## src/rtl/rf_pkg.sv

```systemverilog
// Shared register-file constants for the write-back path.
package rf_pkg;

    localparam int unsigned DATA_W   = 32;
    localparam int unsigned ADDR_W   = 5;
    localparam int unsigned NUM_REGS = 32;

    typedef logic [ADDR_W-1:0] reg_addr_t;
    typedef logic [DATA_W-1:0] reg_data_t;

    // Register 0 is hard-wired; writes to it are dropped at the output stage.
    localparam reg_addr_t REG_ZERO = 5'd0;

endpackage

```

## src/rtl/rr_arbiter.sv

```systemverilog
// Round-robin arbiter: searches req upward from rr_ptr (wrapping) and grants the
// first set bit. rr_ptr moves one past the winner whenever the caller signals advance.
module rr_arbiter #(
    parameter int unsigned NREQ = 3
) (
    input  logic            clk,
    input  logic            Reset,
    input  logic [NREQ-1:0] req,
    input  logic            advance,
    output logic [NREQ-1:0] gnt
);

    localparam int unsigned PtrW = (NREQ > 1) ? $clog2(NREQ) : 1;

    logic [PtrW-1:0] rr_ptr_q, rr_ptr_d;
    int unsigned     ptr_ext;
    logic [NREQ-1:0] req_rot;
    logic [NREQ-1:0] gnt_rot;
    logic [NREQ:0][PtrW-1:0] idx_acc;
    logic [PtrW-1:0] win_idx;

    assign ptr_ext = 32'(rr_ptr_q);

    // Rotate so the requester at rr_ptr sits at bit 0, isolate the lowest set bit,
    // then rotate the one-hot back into requester order.
    assign req_rot = NREQ'({req, req} >> ptr_ext);
    assign gnt_rot = req_rot & (~req_rot + NREQ'(1));
    assign gnt     = NREQ'({gnt_rot, gnt_rot} >> (NREQ - ptr_ext));

    // One-hot to binary encode of the winner.
    assign idx_acc[0] = '0;
    for (genvar g = 0; g < NREQ; g++) begin : g_enc
        assign idx_acc[g+1] = idx_acc[g] | (gnt[g] ? PtrW'(g) : '0);
    end
    assign win_idx = idx_acc[NREQ];

    // Next pointer: one past the winner, wrapping at NREQ-1.
    always_comb begin
        rr_ptr_d = rr_ptr_q;
        if (advance) begin
            rr_ptr_d = (win_idx == PtrW'(NREQ - 1)) ? '0 : win_idx + PtrW'(1);
        end
    end

    // Pointer register, cleared asynchronously.
    always_ff @(posedge clk or posedge Reset) begin
        if (Reset) begin
            rr_ptr_q <= '0;
        end else begin
            rr_ptr_q <= rr_ptr_d;
        end
    end

endmodule

```

## src/rtl/regfile_wb_arbiter.sv

```systemverilog
// Register-file write-port arbiter: NREQ write-back sources share one write port
// through a round-robin grant and a registered output stage. Writes to register 0
// are consumed but never enabled. Optional lost-arbitration counter is built only
// when RFWB_STALL_CNT_EN is defined; otherwise stall_cnt is tied to zero.
module regfile_wb_arbiter #(
    parameter int unsigned NREQ   = 3,
    parameter int unsigned DATA_W = rf_pkg::DATA_W,
    parameter int unsigned ADDR_W = rf_pkg::ADDR_W
) (
    input  logic                   clk,
    input  logic                   Reset,
    input  logic                   wb_hold,
    input  logic [NREQ-1:0]        req,
    input  logic [NREQ*ADDR_W-1:0] req_addr,
    input  logic [NREQ*DATA_W-1:0] req_data,
    output logic [NREQ-1:0]        gnt,
    output logic                   Write_Reg,
    output logic [ADDR_W-1:0]      W_Addr,
    output logic [DATA_W-1:0]      W_Data,
    output logic                   wr_pending,
    output logic [15:0]            stall_cnt
);

    logic [NREQ-1:0] req_eligible;
    logic            xfer;
    logic [NREQ:0][ADDR_W-1:0] addr_acc;
    logic [NREQ:0][DATA_W-1:0] data_acc;
    logic [ADDR_W-1:0] sel_addr;
    logic [DATA_W-1:0] sel_data;

    logic              write_reg_q;
    logic [ADDR_W-1:0] w_addr_q;
    logic [DATA_W-1:0] w_data_q;

    // Freeze and reset both hide every request so gnt is forced to zero.
    assign req_eligible = (Reset || wb_hold) ? '0 : req;
    assign xfer         = |gnt;

    rr_arbiter #(
        .NREQ (NREQ)
    ) u_rr_arbiter (
        .clk     (clk),
        .Reset   (Reset),
        .req     (req_eligible),
        .advance (xfer),
        .gnt     (gnt)
    );

    // AND-OR mux of the granted requester's address and data (gnt is one-hot).
    assign addr_acc[0] = '0;
    assign data_acc[0] = '0;
    for (genvar g = 0; g < NREQ; g++) begin : g_mux
        assign addr_acc[g+1] = addr_acc[g] | ({ADDR_W{gnt[g]}} & req_addr[g*ADDR_W +: ADDR_W]);
        assign data_acc[g+1] = data_acc[g] | ({DATA_W{gnt[g]}} & req_data[g*DATA_W +: DATA_W]);
    end
    assign sel_addr = addr_acc[NREQ];
    assign sel_data = data_acc[NREQ];

    // Output stage: capture the winner; address 0 is consumed without a write.
    always_ff @(posedge clk or posedge Reset) begin
        if (Reset) begin
            write_reg_q <= 1'b0;
            w_addr_q    <= '0;
            w_data_q    <= '0;
        end else begin
            write_reg_q <= xfer && (sel_addr != ADDR_W'(rf_pkg::REG_ZERO));
            if (xfer) begin
                w_addr_q <= sel_addr;
                w_data_q <= sel_data;
            end
        end
    end

    assign Write_Reg  = write_reg_q;
    assign W_Addr     = w_addr_q;
    assign W_Data     = w_data_q;
    assign wr_pending = write_reg_q;

`ifdef RFWB_STALL_CNT_EN
    logic [15:0] stall_cnt_q;

    // Count cycles in which some requester is left waiting; saturate at all-ones.
    always_ff @(posedge clk or posedge Reset) begin
        if (Reset) begin
            stall_cnt_q <= '0;
        end else if (((req & ~gnt) != '0) && (stall_cnt_q != 16'hFFFF)) begin
            stall_cnt_q <= stall_cnt_q + 16'd1;
        end
    end

    assign stall_cnt = stall_cnt_q;
`else
    assign stall_cnt = 16'h0;
`endif

    // Grant must be at most one-hot and only to a live requester.
    a_gnt_onehot : assert property (@(posedge clk) disable iff (Reset) $onehot0(gnt));
    a_gnt_in_req : assert property (@(posedge clk) disable iff (Reset) (gnt & ~req) == '0);

endmodule
```

## config.mk

```make
export PLATFORM = sky130hd
export DESIGN_NAME = regfile_wb_arbiter
export DESIGN_NICKNAME = d
export VERILOG_FILES = /design/src/rtl/rf_pkg.sv /design/src/rtl/rr_arbiter.sv /design/src/rtl/regfile_wb_arbiter.sv
export SDC_FILE = /design/constraint.sdc
export NUM_CORES = 1
export LEC_CHECK = 0
export CORE_MARGIN = 2
export CORE_UTILIZATION = 33
export CTS_CLUSTER_DIAMETER = 30
export CTS_CLUSTER_SIZE = 12
export DETAILED_ROUTE_END_ITERATION = 8
export GPL_TIMING_DRIVEN = 0
export HOLD_SLACK_MARGIN = 0.1
export PLACE_DENSITY = 0.91
export SETUP_SLACK_MARGIN = 0.05
export SLEW_MARGIN = 20
export SYNTH_ARGS = -nofsm -noshare
export SYNTH_HDL_FRONTEND = slang
export SYNTH_HIERARCHICAL = 1
export SYNTH_SLANG_ARGS = --single-unit
```

## constraint.sdc

```tcl
create_clock -name clk -period 2.3 [get_ports clk]
set_input_delay 0.46 -clock clk [delete_from_list [all_inputs] [get_ports clk]]
set_output_delay 0.46 -clock clk [all_outputs]
set_load 0.01 [all_outputs]
```

# Word level (Yosys, flattened, before mapping)
# Index checks and enable logic that the tools add are counted.
# op_classes
muxes,4
bitwise_logic,13
n_shift,2
add_sub_neg,3
reduce_logical,4
n_eq_ne,1
# op_table
operator,n
$and 32x32->32,3
$or 32x32->32,2
$shr 6x32->3,1
$and 5x5->5,3
$or 5x5->5,2
$shr 6x2->3,1
$reduce_bool 5->1,1
$mux 2,2
$add 3x1->3 const B,1
$and 3x3->3,1
$mux 3,1
$not 3->3,1
$reduce_or 3->1,1
$sub 2x2->3 const A,1
$add 2x1->2 const B,1
$eq 2x2->1 const B,1
$or 2x2->2,1
$logic_and 1x1->1,1
$logic_or 1x1->1,1
$mux 1,1
# word_totals
register_bits,40
out_inout_bits,58
in_bits,117
word_cells,31

# Depth between registers and ports, before layout
# Gate-level depths: netlist of the first run.
# depth
word_depth,12
depth_mapped,11

# By module
# The synthesis of the first run kept the hierarchy.
# by_module_without_submodules
mod,cells_per_inst,area_per_inst_um2,instances
regfile_wb_arbiter,196,1960.6,1
rr_arbiter,21,180.2,1

# Worst setup path before layout of the first run
# No wires, ideal clock.
# synth_timing
kind,input to register
from,in wb_hold
to,reg u_rr_arbiter.rr_ptr_q[0]
cell_stages,11
slack_ns,0.126
required_time_ns,2.175
path_buffers,2
t_arrival_ns,2.049
cell_sequence,nor2_1 > and2_1 > nor2b_1 > o21ai_0 > and3_1 > nor3_2 > inv_2 > buf_6 > buf_6 > o2111ai_1 > nand2_1
# synth_lines
item,line_no,source
start: declaration,regfile_wb_arbiter.sv:12,"input logic wb_hold,"
$logic_or 1x1->1 (*),regfile_wb_arbiter.sv:36,assign req_eligible = (Reset || wb_hold) ? '0 : req;
$mux 3 (*),regfile_wb_arbiter.sv:36,
net req_eligible[2],regfile_wb_arbiter.sv:24,logic [NREQ-1:0] req_eligible;
$shr 6x2->3 (*),rr_arbiter.sv:26,"assign req_rot = NREQ'({req, req} >> ptr_ext);"
$not 3->3,rr_arbiter.sv:27,assign gnt_rot = req_rot & (~req_rot + NREQ'(1));
$add 3x1->3,rr_arbiter.sv:27,
$and 3x3->3 (*),rr_arbiter.sv:27,
$shr 6x32->3 (*),rr_arbiter.sv:28,"assign gnt = NREQ'({gnt_rot, gnt_rot} >> (NREQ - ptr_ext));"
net gnt[1],regfile_wb_arbiter.sv:16,"output logic [NREQ-1:0] gnt,"
$reduce_or 3->1 (*),regfile_wb_arbiter.sv:37,assign xfer = |gnt;
net xfer,regfile_wb_arbiter.sv:25,logic xfer;
end signal: assignment,rr_arbiter.sv:50,rr_ptr_q <= rr_ptr_d;
end: declaration,rr_arbiter.sv:15,"logic [PtrW-1:0] rr_ptr_q, rr_ptr_d;"
# The timed path passes the listed nets; every way through them passes the cells marked *.
# A chain may end at the register's enable or synchronous reset.

# Worst setup path in the final report of the first run
# layout_timing
from,in req[0]
to,reg u_rr_arbiter.rr_ptr_q[0]
# layout_lines
item,line_no,source
start: declaration,regfile_wb_arbiter.sv:13,"input logic [NREQ-1:0] req,"
$mux 3 (*),regfile_wb_arbiter.sv:36,
net req_eligible[0],regfile_wb_arbiter.sv:24,
$shr 6x2->3 (*),rr_arbiter.sv:26,
$not 3->3,rr_arbiter.sv:27,
$add 3x1->3,rr_arbiter.sv:27,
$and 3x3->3 (*),rr_arbiter.sv:27,
$shr 6x32->3 (*),rr_arbiter.sv:28,
$reduce_or 3->1 (*),regfile_wb_arbiter.sv:37,
net xfer,regfile_wb_arbiter.sv:25,
# Marked as above.

==> metrics, run 1 <==
Async S/R FF share, synth between 90% and 100%; VDD IR max between 0.0003 and 0.0004 V; overall power approximately 2.5 mW; max cap viols 0; Main synth FF type dfrtp_1; synthesized flop and latch total 40; final hold violations 0; Post-Synthesis Cells ~220; Core ar. between 0.006 and 0.007 sq mm; Layout fillers 524; P per Cell Area roughly 610 mW/mm^2; Syn. warnings 6; post-synthesis sequential area ratio roughly 47%; synth unique cells 28; GR Overflow Total 0; pre-CTS WS -0.796 ns; Tmin final around 2.2 ns; post-place instance area a little under 0.004 sq mm; Iteration-0 DRC Markers between 200 and 250; via count 2532; root buf cell clkbuf_8; sequential cell area 0.00100 sq mm; wire per inst between 15 and 20 um; area share of the largest cell type after synthesis a little under half; Starting Density about a third; HP Class input pin to async pin; share of layout cells above drive strength 1 between 10% and 20%; vias in the first global route about 2.6k; Achievable Freq between 400 and 500 MHz; fin. max-slew vios 0; clock sinks 40; RSZ-0062 raised after global routing yes; aggregate global-route resource usage a little under a quarter; Worst path slowest cell clkdlybuf4s50_1; Clock Skews between 0.003 and 0.004 ns; Critical Path Max Stage Delay roughly 0.45 ns; setup ws final ~0.12 ns; post-route cell area ~0.0042 sq mm; TritonCTS clock tree done; row count 29; simple-gate share of the synthesized area between 10 and 15%; largest net degree at the start of global routing 26; P_leak about 1.8 nW; Final HPWL DP 6210 um; mux contribution to synthesized area less than 1%; Post-synth EDFFs 0; Vias per Instance 5.20; GP Congestion between 0.7 and 0.8; element type at the critical path start input pin; Multi-input gate area ~960 sq um; Post-Synth XOR/XNOR Area 0%; crit share post-route 94.7%; Die Ht roughly 85 um; Area contributors post-synth dfrtp_1, a222oi_1, a21oi_1; area grow syn2layout 94.8%; area of the mapped netlist between 0.002 and 0.0025 sq mm; first-pass GRT wire length 12800 um; CP cell instances clkdlybuf4s50_1 > and2_4 > a21oi_1 > o21a_1 > buf_4 > nor3_4 > inv_2 > buf_6 > buf_6 > o2111ai_1 > nand2_1; flop2flop setup slack about 0.21 ns; Crit path top cell by count buf_6; Compound-Gate Fraction of Synth Area 27.4%; Crit Path Category input pin to register; DIE WIDTH between 80 and 90 um; H-Tree Depth 2; Worst EP arrival 2.35 ns; Crit Reg-Reg Endpoint W_Data[28]$_DFFE_PP0P_; Final Core Density around two thirds; DRT Wirelength approximately 8200 um; Die ar. roughly 0.007 sq mm; Antenna Violating Nets Remaining 0; # DRC 0; Max Root-Sink Buffers 2; TNS Setup 0 ns; worst r2r path cells 7; final setup vio count 0; area leader, netlist dfrtp_1; # IOs about 180; antenna cell count 0; CP Capture Type register; critical path required time ~2.5 ns; largest family of logic cells by synthesized area compound AO/OA/AOI/OAI gates; status finished, final reports clean; Adder-Cell Fraction of Synth Area 0%; initial antenna violation count 0; IO buf count ~160; Skew-Pair Late Insertion Delay approximately 0.29 ns; Mapped Avg Cell Area slightly below 10 sq um; drt pass-1 iters 5; CP Max Fanout 14; Layout Nets 527; Reg clk slew, reported paths approximately 0.080 ns; CTS buffer count 5; Reg-to-Reg Start u_rr_arbiter/rr_ptr_q[1]$_DFFE_PP0P_
==> state kept, by name, indices dropped and copies added, names as in the netlist <==
register and flops:
W_Data 32, W_Addr 5, u_rr_arbiter/rr_ptr_q 2, Write_Reg 1
==> critical path, delay by kind of cell <==
kind | cells | cell delay [ns]
AOI/OAI and AO/OA | 3 | 0.50
and+or+nand+nor | 3 | 0.42
buffers and inverters | 5 | 0.96
==> stage by stage <==
step	hold WS (ns)	std cells
2_1_floorplan	0.201	232
3_3_place_gp	0.461	467
3_5_place_dp	0.469	468
4_1_cts	0.187	485
5_1_grt	0.170	487
6_report	0.157	487
==> layout by cell type (no fill, tap or decap), drive strengths merged <==
cell type / netlist / routed
clkdlybuf4s50: 0 / 151
dfrtp: 40 / 40
buf: 26 / 38
a222oi: 36 / 36
a21oi: 34 / 34
nor2: 34 / 34
conb: 1 / 16
clkbuf: 10 / 16
nand2: 11 / 11
and2: 3 / 3
dlygate4sd2: 0 / 3
inv: 3 / 3
o211a: 2 / 2
nand2b: 2 / 2
nor3: 2 / 2
clkdlybuf4s15: 0 / 2
nor2b: 2 / 2
a22oi: 1 / 1
a21o: 1 / 1
nand4: 1 / 1
or2: 1 / 1
clkinvlp: 0 / 1
clkinv: 0 / 1
dlymetal6s2s: 0 / 1
nand3b: 1 / 1
o2111ai: 1 / 1
mux2i: 1 / 1
o21ai: 1 / 1
and3: 1 / 1
and2b: 1 / 1
o21a: 1 / 1
dlygate4sd3: 0 / 1
==> how the worst max path moves through the flow <==
stage	startpoint	to	slack (ns)	depth (start not counted)
floorplan	wb_hold	u_rr_arbiter/rr_ptr_q[0]$_DFFE_PP0P_	0.13	11
global placement	Reset	u_rr_arbiter/rr_ptr_q[0]$_DFFE_PP0P_	-0.64	12
detailed placement	Reset	u_rr_arbiter/rr_ptr_q[0]$_DFFE_PP0P_	-0.80	12
CTS	req[1]	Write_Reg$_DFF_PP0_	0.05	9
global route	req[0]	Write_Reg$_DFF_PP0_	0.007	8
finish	req[0]	u_rr_arbiter/rr_ptr_q[0]$_DFFE_PP0P_	0.12	11
==> cells in the mapped netlist, types with 2 or more instances <==
master,number
dfrtp_1,40
buf_6,8
buf_4,17
nand2b_1,2
inv_1,2
nor2b_1,2
and2_1,3
a21oi_1,34
a222oi_1,36
nor3_2,2
clkbuf_1,10
nand2_1,11
o211a_1,2
nor2_1,34
==> kinds of logic after synthesis <==
logic type      Yosys count
mux                       1
compound gates           77
other cells               1
buf+inv                  39
flops                    40
simple gates             59
==> layout make-up <==
cell class	count	area share (%)
flip-flops and latches	40	24.0
inverters	3	0.270
multi-input cells	153	22.9
plain buffers	36	7.17
well taps	77	2.31
clock inverters	2	0.300
clock buffers	5	1.65
repair buffers	171	41.4
==> repair_timing <==
action,4_1_cts,5_1_grt
pin swaps,15,13
buffers inserted,9,1
cloned,1,0
endpoints found under the hold margin,0,2
gates resized for setup,36,5
setup endpoints to repair,41,22
hold buffers,0,1
==> power breakdown <==
group          switching [mW]  total, mW  internal, mW
Clock                   0.244      0.450         0.206
Combinational           0.439       1.10         0.662
Sequential              0.101      0.974         0.873
Total                   0.784       2.52          1.74
==> routing by layer <==
layer | global-route usage, % | vias to the layer above | routed length (um)
met1 | 26.0 | 1218 | 3090
met2 | 40.9 | 119 | 4320
li1 | - | 1184 | -
met5 | 0 | - | 0
met4 | 5.34 | 0 | 98
met3 | 6.78 | 11 | 669
Note: power is estimated with default switching activity, not from simulation.
==> run 2: changes to the inputs <==
--- a/config.mk
+++ b/config.mk
@@ -12,7 +12,7 @@
 export DETAILED_ROUTE_END_ITERATION = 8
 export GPL_TIMING_DRIVEN = 0
 export HOLD_SLACK_MARGIN = 0.1
-export PLACE_DENSITY = 0.91
+export PLACE_DENSITY = 0.81
 export SETUP_SLACK_MARGIN = 0.05
 export SLEW_MARGIN = 20
 export SYNTH_ARGS = -nofsm -noshare
==> metrics, run 2 (synthesis gave the netlist of run 1 again) <==
Placed Cells incl. Taps 468 (unchanged); Multi-input gate area 965 sq um (was 956 sq um); root buf cell clkbuf_8 (unchanged); P per Cell Area 638 mW/mm^2 (was 605 mW/mm^2); Crit path max-delay family simple AND/OR/NAND/NOR gates (was buffers and inverters); RSZ-0062 raised after global routing no (was yes); share of layout cells above drive strength 1 17.9% (was 16.3%); commonest cells after routing, fill and taps aside clkdlybuf4s50_1, dfrtp_1, a222oi_1 (unchanged); critical path required time 2.47 ns (about the same); antenna cell count 0 (unchanged); Vias per Instance 5.23 (was 5.20); DRT Wirelength 8000 um (was 8180 um); status finished, final reports clean (unchanged); WHS 0.128 ns (was 0.157 ns); Die Ht 84.5 um (unchanged); Reg clk slew, reported paths 0.08 ns (about the same); most common cell after layout, fill and taps aside clkdlybuf4s50_1 (unchanged); element type at the critical path start input pin (unchanged); initial antenna violation count 0 (unchanged); Antenna Violating Nets Remaining 0 (unchanged); clock sinks 40 (unchanged); TNS Setup 0 ns (unchanged); crit share post-route 94.6% (was 94.7%); P_leak 1.85 nW (was 1.80 nW); # IOs 175 (unchanged); via count 2598 (was 2532); drt pass-1 iters 6 (was 5); # DRC 0 (unchanged); largest net degree at the start of global routing 30 (was 26); CP cell instances buf_2 > nor2_4 > and2_4 > nor2_2 > o211a_1 > buf_6 > bufbuf_16 > a222oi_1 > nand4_1 > or2_1 (was clkdlybuf4s50_1 > and2_4 > a21oi_1 > o21a_1 > buf_4 > nor3_4 > inv_2 > buf_6 > buf_6 > o2111ai_1 > nand2_1); H-Tree Depth 2 (unchanged); area grow syn2layout 98.8% (was 94.8%); Die ar. 0.00715 sq mm (unchanged); Layout Nets 536 (was 527); Worst path slowest cell a222oi_1 (was clkdlybuf4s50_1); fin. max-slew vios 0 (unchanged); Buffers & Inverters on Critical Path 3 (was 5); CTS buffer count 5 (unchanged); Core ar. 0.00631 sq mm (unchanged); first-pass GRT wire length 12300 um (was 12800 um); aggregate global-route resource usage 21.4% (was 22.5%); IO buf count 158 (unchanged); GP Congestion 0.729 (was 0.748); Layout fillers 507 (was 524); vias in the first global route 2602 (was 2566); TritonCTS clock tree done (unchanged); Final HPWL DP 5960 um (was 6210 um); sequential cell area 0.00100 sq mm (about the same); CP Max Fanout 4 (was 14); Worst EP arrival 2.35 ns (about the same); Critical Path Max Stage Delay 0.43 ns (was 0.45 ns); CP Capture Type register (unchanged); final hold violations 0 (unchanged); DIE WIDTH 84.5 um (unchanged); Achievable Freq 460 MHz (was 459 MHz); max FFs per register 32 (unchanged); wire per inst 16.1 um (was 16.8 um); VDD IR max 0.000385 V (was 0.000394 V); final setup vio count 0 (unchanged); row count 29 (unchanged); Post-Layout Cell Count 497 (was 487); GR Overflow Total 0 (unchanged); HP Class input pin to async pin (unchanged); Starting Density 33.9% (unchanged); Skew-Pair Late Insertion Delay 0.29 ns (about the same); max cap viols 0 (unchanged); Iteration-0 DRC Markers 161 (was 244); Crit Path Category input pin to register (unchanged); Clock Skews 0.00520 ns (was 0.00384 ns); Tmin final 2.17 ns (was 2.18 ns); Max Root-Sink Buffers 2 (unchanged)
-- run 2: report_power, final --
part | total [mW] | internal (mW) | switching [mW]
clock | 0.629 | 0.383 | 0.246
combinational | 1.11 | 0.677 | 0.434
sequential | 0.977 | 0.874 | 0.104
-- run 2: worst reg2reg max path, cell delays in order, from the launching register on --
cell      delay, ns
dfrtp_1        0.44
nand2b_4       0.17
buf_4          0.13
a21oi_1        0.17
o21a_2         0.22
buf_8          0.14
buf_4          0.11
clkbuf_1       0.39
a222oi_1       0.15
a21oi_1        0.18
-- run 2: path summary, 6_finish.rpt --
kind | startpoint | end | slack (ns) | cells after the start
max reg2reg | u_rr_arbiter/rr_ptr_q[1]$_DFFE_PP0P_ | W_Data[27]$_DFFE_PP0P_ | 0.13 | 9
max | Reset | Write_Reg$_DFF_PP0_ | 0.13 | 10
min | Reset | W_Addr[1]$_DFFE_PP0P_ | 0.13 | 2
min in group clk | W_Addr[3]$_DFFE_PP0P_ | W_Addr[3]$_DFFE_PP0P_ | 0.48 | 2
max in group asynchronous | Reset | u_rr_arbiter/rr_ptr_q[0]$_DFFE_PP0P_ | 1.57 | 3
min reg2reg | W_Addr[3]$_DFFE_PP0P_ | W_Addr[3]$_DFFE_PP0P_ | 0.48 | 2
-- run 2: repair_timing --
item | CTS | global route
hold endpoints to repair | 0 | 2
resized for setup | 28 | 9
hold buffers | 0 | 1
endpoints found under the setup margin | 40 | 14
cloned | 1 | 0
buffers inserted | 13 | 6
pin swaps | 15 | 9
-- run 2: metal layers --
metal | GRT usage (%) | vias up | routed length (um)
met5 | 0 | - | 0
met4 | 5.77 | 0 | 131
met3 | 7.28 | 11 | 661
met2 | 38.4 | 131 | 4080
met1 | 24.1 | 1251 | 3120
li1 | - | 1205 | -
-- run 2: through the flow --
| step | power [mW] | instance area, sq um | utilization [%] | setup slack (ns) |
|---|---|---|---|---|
| detailed placement | 2.04 | 3890 | 61.7 | -0.711 |
| floorplan | 1.40 | 2200 | - | 0.126 |
| global route | 2.86 | 4260 | 67.4 | 0.0277 |
| global placement | 2.01 | 3870 | 61.4 | -0.604 |
| finish | 2.72 | 4260 | 67.4 | 0.125 |
| CTS | 2.71 | 4190 | 66.3 | 0.0647 |
-- run 2: final cells by class --
class	instances	share of cell area [%]
plain buffers	36	6.50
clock buffers	7	2.26
clock inverters	1	0.705
inverters	3	0.265
multi-input cells	153	22.7
flip-flops and latches	40	23.5
well taps	77	2.26
repair buffers	180	41.8
